File: config.mk
export PLATFORM = sky130hd
export DESIGN_NAME = regwrt_port_scheduler
export DESIGN_NICKNAME = d
export VERILOG_FILES = /design/src/rtl/regwrt_pkg.sv /design/src/rtl/wr_pending_fifo.sv /design/src/rtl/regwrt_port_scheduler.sv
export SDC_FILE = /design/constraint.sdc
export NUM_CORES = 1
export LEC_CHECK = 0
export ABC_CLOCK_PERIOD_IN_PS = 12400
export CORE_ASPECT_RATIO = 1.75
export CORE_MARGIN = 3
export CORE_UTILIZATION = 34
export DETAILED_ROUTE_END_ITERATION = 16
export DONT_BUFFER_PORTS = 1
export GPL_ROUTABILITY_DRIVEN = 0
export GPL_TIMING_DRIVEN = 0
export PLACE_DENSITY = 0.48
export SLEW_MARGIN = 25
export SYNTH_ARGS = -nofsm -noshare
export SYNTH_HDL_FRONTEND = slang
export SYNTH_SLANG_ARGS = --single-unit
export TNS_END_PERCENT = 100
File: constraint.sdc
create_clock -name clk -period 12.4 [get_ports clk]
set_clock_uncertainty 0.2 [all_clocks]
set_input_delay 1.24 -clock clk [delete_from_list [all_inputs] [get_ports clk]]
set_output_delay 1.24 -clock clk [all_outputs]
set_load 0.005 [all_outputs]
File: src/rtl/regwrt_pkg.sv
// regwrt_pkg: shared widths, write-request type and drop-counter limit for the write-port scheduler
package regwrt_pkg;
  localparam int NUM_W = 3;
  localparam int DATA_W = 16;
  localparam logic [7:0] DROP_MAX = 8'hFF;
  typedef struct packed {
    logic valid;
    logic [NUM_W-1:0] num;
    logic [DATA_W-1:0] data;
  } wr_req_t;
endpackage

File: src/rtl/wr_pending_fifo.sv
// wr_pending_fifo: ordered queue of deferred secondary writes with cancel-by-register and youngest-match lookup
module wr_pending_fifo
  import regwrt_pkg::*;
#(
  parameter int DEPTH = 4,
  localparam int PW = $clog2(DEPTH),
  localparam int CW = PW + 1
) (
  input  logic              clk,
  input  logic              rst,
  input  logic              i_push,
  input  wr_req_t           i_push_req,
  input  logic              i_pop,
  input  logic              i_cancel,
  input  logic [NUM_W-1:0]  i_cancel_num,
  input  logic [NUM_W-1:0]  i_lk_num,
  output wr_req_t           o_head,
  output logic [CW-1:0]     o_count,
  output logic [CW-1:0]     o_cancel_cnt,
  output logic              o_lk_hit,
  output logic [DATA_W-1:0] o_lk_data
);
  wr_req_t r_ent [DEPTH];
  logic [PW-1:0] r_head, r_tail, w_idx;
  logic [CW-1:0] r_count;
  logic [DEPTH-1:0] w_kill;
  // Walk entries oldest to youngest so the last match seen is the youngest
  always_comb begin
    w_kill = '0;
    o_cancel_cnt = '0;
    o_lk_hit = 1'b0;
    o_lk_data = '0;
    w_idx = '0;
    for (int i = 0; i < DEPTH; i++) begin
      w_kill[i] = i_cancel && r_ent[i].valid && r_ent[i].num == i_cancel_num;
      o_cancel_cnt = o_cancel_cnt + CW'(w_kill[i]);
      w_idx = r_head + PW'(i);
      if (CW'(i) < r_count && r_ent[w_idx].valid && r_ent[w_idx].num == i_lk_num) begin
        o_lk_hit = 1'b1;
        o_lk_data = r_ent[w_idx].data;
      end
    end
  end
  always_ff @(posedge clk or negedge rst) begin
    if (!rst) begin
      r_head <= '0;
      r_tail <= '0;
      r_count <= '0;
      for (int i = 0; i < DEPTH; i++) r_ent[i] <= '0;
    end else begin
      for (int i = 0; i < DEPTH; i++) if (w_kill[i]) r_ent[i].valid <= 1'b0;
      if (i_pop) begin
        r_ent[r_head].valid <= 1'b0;
        r_head <= r_head + PW'(1);
      end
      if (i_push) begin
        r_ent[r_tail] <= i_push_req;
        r_tail <= r_tail + PW'(1);
      end
      r_count <= r_count + CW'(i_push) - CW'(i_pop);
    end
  end
  assign o_head = r_ent[r_head];
  assign o_count = r_count;
endmodule

File: src/rtl/regwrt_port_scheduler.sv
// regwrt_port_scheduler: arbitrates the register-file write port between writeback (primary)
// and a queued secondary source, with same-register cancellation and bypass lookup
module regwrt_port_scheduler
  import regwrt_pkg::*;
#(
  parameter int DEPTH = 4
) (
  input  logic              clk,
  input  logic              rst,
  input  logic              wb_write,
  input  logic [NUM_W-1:0]  wb_num,
  input  logic [DATA_W-1:0] wb_data,
  input  logic              sec_valid,
  input  logic [NUM_W-1:0]  sec_num,
  input  logic [DATA_W-1:0] sec_data,
  output logic              sec_ready,
  output logic              stall_out,
  output logic              rf_write,
  output logic [NUM_W-1:0]  rf_num,
  output logic [DATA_W-1:0] rf_data,
  input  logic [NUM_W-1:0]  lk_num,
  output logic              lk_hit,
  output logic [DATA_W-1:0] lk_data,
  output logic [7:0]        drop_cnt
);
  localparam int CW = $clog2(DEPTH) + 1;
  wr_req_t w_head, w_sel;
  logic [CW-1:0] w_count, w_cancel_cnt;
  logic w_fifo_hit, w_rf_match, w_acc, w_empty, w_kill, w_pop, w_direct, w_push;
  logic [DATA_W-1:0] w_fifo_data;
  logic [8:0] w_drop_sum;
  logic r_rf_write;
  logic [NUM_W-1:0] r_rf_num;
  logic [DATA_W-1:0] r_rf_data;
  logic [7:0] r_drop;
  assign w_empty = w_count == '0;
  assign sec_ready = w_count < CW'(DEPTH);
  assign stall_out = w_count >= CW'(DEPTH - 1);
  assign w_acc = sec_valid && sec_ready;
  // A secondary write racing a primary write to the same register is older and therefore stale
  assign w_kill = wb_write && w_acc && sec_num == wb_num;
  assign w_pop = !wb_write && !w_empty;
  assign w_direct = !wb_write && w_empty && w_acc;
  assign w_push = w_acc && !w_direct && !(w_kill && w_empty);
  assign w_sel = wb_write ? wr_req_t'{1'b1, wb_num, wb_data}
               : w_pop ? w_head
               : wr_req_t'{w_direct, sec_num, sec_data};
  assign w_drop_sum = {1'b0, r_drop} + 9'(w_cancel_cnt) + 9'(w_kill);
  wr_pending_fifo #(.DEPTH(DEPTH)) u_fifo (
    .clk(clk),
    .rst(rst),
    .i_push(w_push),
    .i_push_req(wr_req_t'{!w_kill, sec_num, sec_data}),
    .i_pop(w_pop),
    .i_cancel(wb_write),
    .i_cancel_num(wb_num),
    .i_lk_num(lk_num),
    .o_head(w_head),
    .o_count(w_count),
    .o_cancel_cnt(w_cancel_cnt),
    .o_lk_hit(w_fifo_hit),
    .o_lk_data(w_fifo_data)
  );
  always_ff @(posedge clk or negedge rst) begin
    if (!rst) begin
      r_rf_write <= 1'b0;
      r_rf_num <= '0;
      r_rf_data <= '0;
      r_drop <= '0;
    end else begin
      r_rf_write <= w_sel.valid;
      if (w_sel.valid) begin
        r_rf_num <= w_sel.num;
        r_rf_data <= w_sel.data;
      end
      r_drop <= w_drop_sum > 9'(DROP_MAX) ? DROP_MAX : w_drop_sum[7:0];
    end
  end
  assign w_rf_match = r_rf_write && r_rf_num == lk_num;
  assign lk_hit = w_fifo_hit || w_rf_match;
  assign lk_data = w_fifo_hit ? w_fifo_data : w_rf_match ? r_rf_data : '0;
  assign rf_write = r_rf_write;
  assign rf_num = r_rf_num;
  assign rf_data = r_rf_data;
  assign drop_cnt = r_drop;
endmodule

==> flow_summary.json <==
{
  "synth_top_family_by_area": "multiplexers",
  "yosysWarnings": 0,
  "path_class": "register to output pin",
  "htree_levels": 4,
  "synth-simple-area-share_pct": 7.332,
  "ys_seq_area_share_pct": 36.74,
  "slew_violations": 0,
  "avgViaCountPerCell": 6.307,
  "required_ns": 10.96,
  "synth_edf_count": 0,
  "cts_max_path_buffers": 2,
  "p_clk_share_pct": 17.2,
  "max_freq_ghz": 0.1298,
  "rrSetupSlack_ns": 7.28,
  "r2r_start": "u_fifo.r_head[0]$_DFFE_PN0P_",
  "crit_start": "u_fifo.r_head[0]$_DFFE_PN0P_",
  "cts_resized": 0,
  "port_buffers": 0,
  "layout_common_cells": "dfrtp_1 (115), mux2_2 (76), mux4_2 (74)",
  "drive_gt1_share_pct": 34.32,
  "p_comb_share_pct": 53.7,
  "grt_pass1_vias": 6307,
  "yosys.area.top_type_share_pct": 36.74,
  "seqPwrFrac_pct": 29.1,
  "cp-end-kind": "output pin",
  "synth.largest_area_cell": "dfrtp_1",
  "final_common_cell": "dfrtp_1",
  "setup_viol": 0,
  "cts_setup_buffers": 0,
  "crit_fanout": 10,
  "core_area_mm2": 0.02234,
  "netlist_instances": 614,
  "regArea_mm2": 0.002878,
  "globalRouteTotalUtil_pct": 21.71,
  "syn_area_mm2": 0.007833,
  "wl_um": 26370,
  "final_hold_viol_count": 0,
  "die_w_um": 120.7,
  "clk_latency_ns": 0.43,
  "multi_input_area_mm2": 0.004619,
  "final_nets": 699,
  "cap_violations": 0,
  "fin_hold_ws_ns": 0.3074,
  "synth_area_leaders": "dfrtp_1 (37%), mux4_2 (21%), mux2_2 (11%)",
  "syn2layout_area_growth_pct": 12.19,
  "synth-main-ff-cell": "dfrtp_1",
  "synth-compound-area-share_pct": 9.649,
  "slew-limit-headroom_pct": 39.19,
  "leakage_nw": 3.468,
  "tightest_slew_ns": 0.9121,
  "dpl.hpwl_um": 18510,
  "syn_nets": 679,
  "overflow": 0,
  "cts_root_buf": "clkbuf_16",
  "power_w": 0.002762,
  "ant_nets": 0,
  "outcome": "finished, final reports clean",
  "rsz0062_at_grt": "no",
  "internal-power_w": 0.001650,
  "drt-pass1-iter-count": 6,
  "synthXorXnorAreaFrac_pct": 4.026,
  "grt_first_pass_wirelength_um": 39430,
  "cts-buffers-inserted": 17,
  "ctsHoldBuffers": 0,
  "synth.area.mux_share_pct": 34.22,
  "dieHeight_um": 206.8,
  "synthArstFlopShare_pct": 100.0,
  "critPathLaunchType": "register",
  "arrival_ns": 6.27,
  "start_util_pct": 35.06,
  "fillers": 2204,
  "worstHoldPathType": "input pin to asynchronous set/reset pin",
  "final.setup.tns_ns": 0,
  "rows": 72,
  "post_synth.cell_area_avg_um2": 12.76,
  "clkTransAtPathRegs_ns": 0.05,
  "fin_crit_sh_pct": 62.14,
  "pin_count": 92,
  "synthAdderAreaFrac_pct": 3.578,
  "yosysUniqueCellTypes": 45,
  "cts_tree": "yes",
  "numClockSinks": 115,
  "vias": 5935,
  "final_util_pct": 39.33,
  "antenna_found_initial": 0,
  "fin_crit_ns": 7.705,
  "grt_max_degree": 116,
  "power_density_mw_per_mm2": 314.3,
  "synth-seq-cells": 115,
  "die_area_mm2": 0.02497,
  "p_sw_share_pct": 40.25,
  "routedWlPerCell_um": 28.03,
  "vdd_drop_max_uv": 92.07,
  "p_sw_w": 0.001112,
  "drtIter0Drc": 778,
  "drc": 0
}
## final timing paths
check | to | cells past startpoint
worst max-delay path | lk_data[12] | 17
worst min-delay path | rf_data[6]$_DFFE_PN0P_ | 0
worst max register to register | u_fifo.r_head[1]$_DFFE_PN0P_ | 13
worst min register to register | drop_cnt[6]$_DFF_PN0_ | 1
max in group asynchronous | rf_data[1]$_DFFE_PN0P_ | 0
min in group clk | drop_cnt[6]$_DFF_PN0_ | 1
## stage by stage
step | cell area [µm²] | setup WS [ns] | std cells
after detailed placement | 8220 | 5.143 | 911
after floorplan | 7833 | 6.807 | 614
after CTS | 8782 | 4.725 | 940
after global placement | 8203 | 5.226 | 910
final | 8787 | 4.695 | 941
after global routing | 8785 | 4.411 | 940
## worst max-delay path, stage by stage (launching register included)
cell      delay, ns
dfrtp_1        0.39
buf_6          0.18
buf_2          0.26
buf_2          0.43
buf_2          0.44
clkbuf_1       0.67
inv_1          0.23
ha_1           0.34
buf_2          0.19
buf_6          0.21
mux4_2         0.53
and2_1         0.18
and4_1         0.16
buf_2          0.21
nor2_2         0.39
buf_4          0.31
a221oi_1       0.12
o31ai_1        0.58
## power by group through the flow
| stage | Sequential (W) | Clock (W) | Combinational [W] |
|---|---|---|---|
| finish | 0.000804 | 0.000476 | 0.00148 |
| global route | 0.000832 | 0.000503 | 0.00158 |
| CTS | 0.000796 | 0.000487 | 0.00149 |
| detailed placement | 0.000801 | 0 | 0.00148 |
| global placement | 0.000777 | 0 | 0.00145 |
| floorplan | 0.000714 | 0 | 0.00116 |
## flip-flops by register name (all words and copies together), names as in the netlist
signal	cells
u_fifo.r_ent	80
drop_cnt	8
rf_data	16
u_fifo.o_count	3
u_fifo.r_head	2
rf_write	1
rf_num	3
u_fifo.r_tail	2
## area by class of cell
cell class                      count  share of cell area (%)
Antenna cell                        1                 0.02848
Buffer                             56                   3.303
Clock buffer                       24                   5.824
Clock inverter                      5                  0.5696
Inverter                           16                  0.6835
Multi-Input combinational cell    427                   52.57
Sequential cell                   115                   32.75
Tap cell                          296                   4.215
Timing Repair Buffer                1                 0.05696
## logic make-up (layout without fill, tap and decap cells)
group | count (synthesis) | in the layout
other cells | 0 | 1
fa+ha+maj | 20 | 20
buf+inv | 72 | 102
simple gates | 112 | 112
compound gates | 103 | 103
flops | 115 | 115
xor+xnor | 36 | 36
mux | 156 | 156
## metal layers
layer / vias to the layer above / track usage (%) / wire length, µm
met2: 322 / 38.61 / 14090
met4: 0 / 11.51 / 1140
li1: 2459 / - / -
met3: 70 / 5.998 / 2155
met1: 3084 / 23.33 / 8986
met5: - / 0 / 0
## Yosys cell counts, drive strengths merged (2+ instances only)
cell and instances:
nand2 16, nand3 6, nand4b 2, a21oi 23
nor2b 12, a222oi 19, ha 16, nor3 6
nor4 2, nor2 42, dfrtp 115, a31oi 16
fa 4, o31ai 17, clkbuf 18, mux2 76
o21ai 8, and2b 5, xor2 18, a221oi 16
inv 16, xnor2 18, buf 38, mux4 80
nand2b 4, nand4 7, and4 4
(Power assumes the default switching activity.)
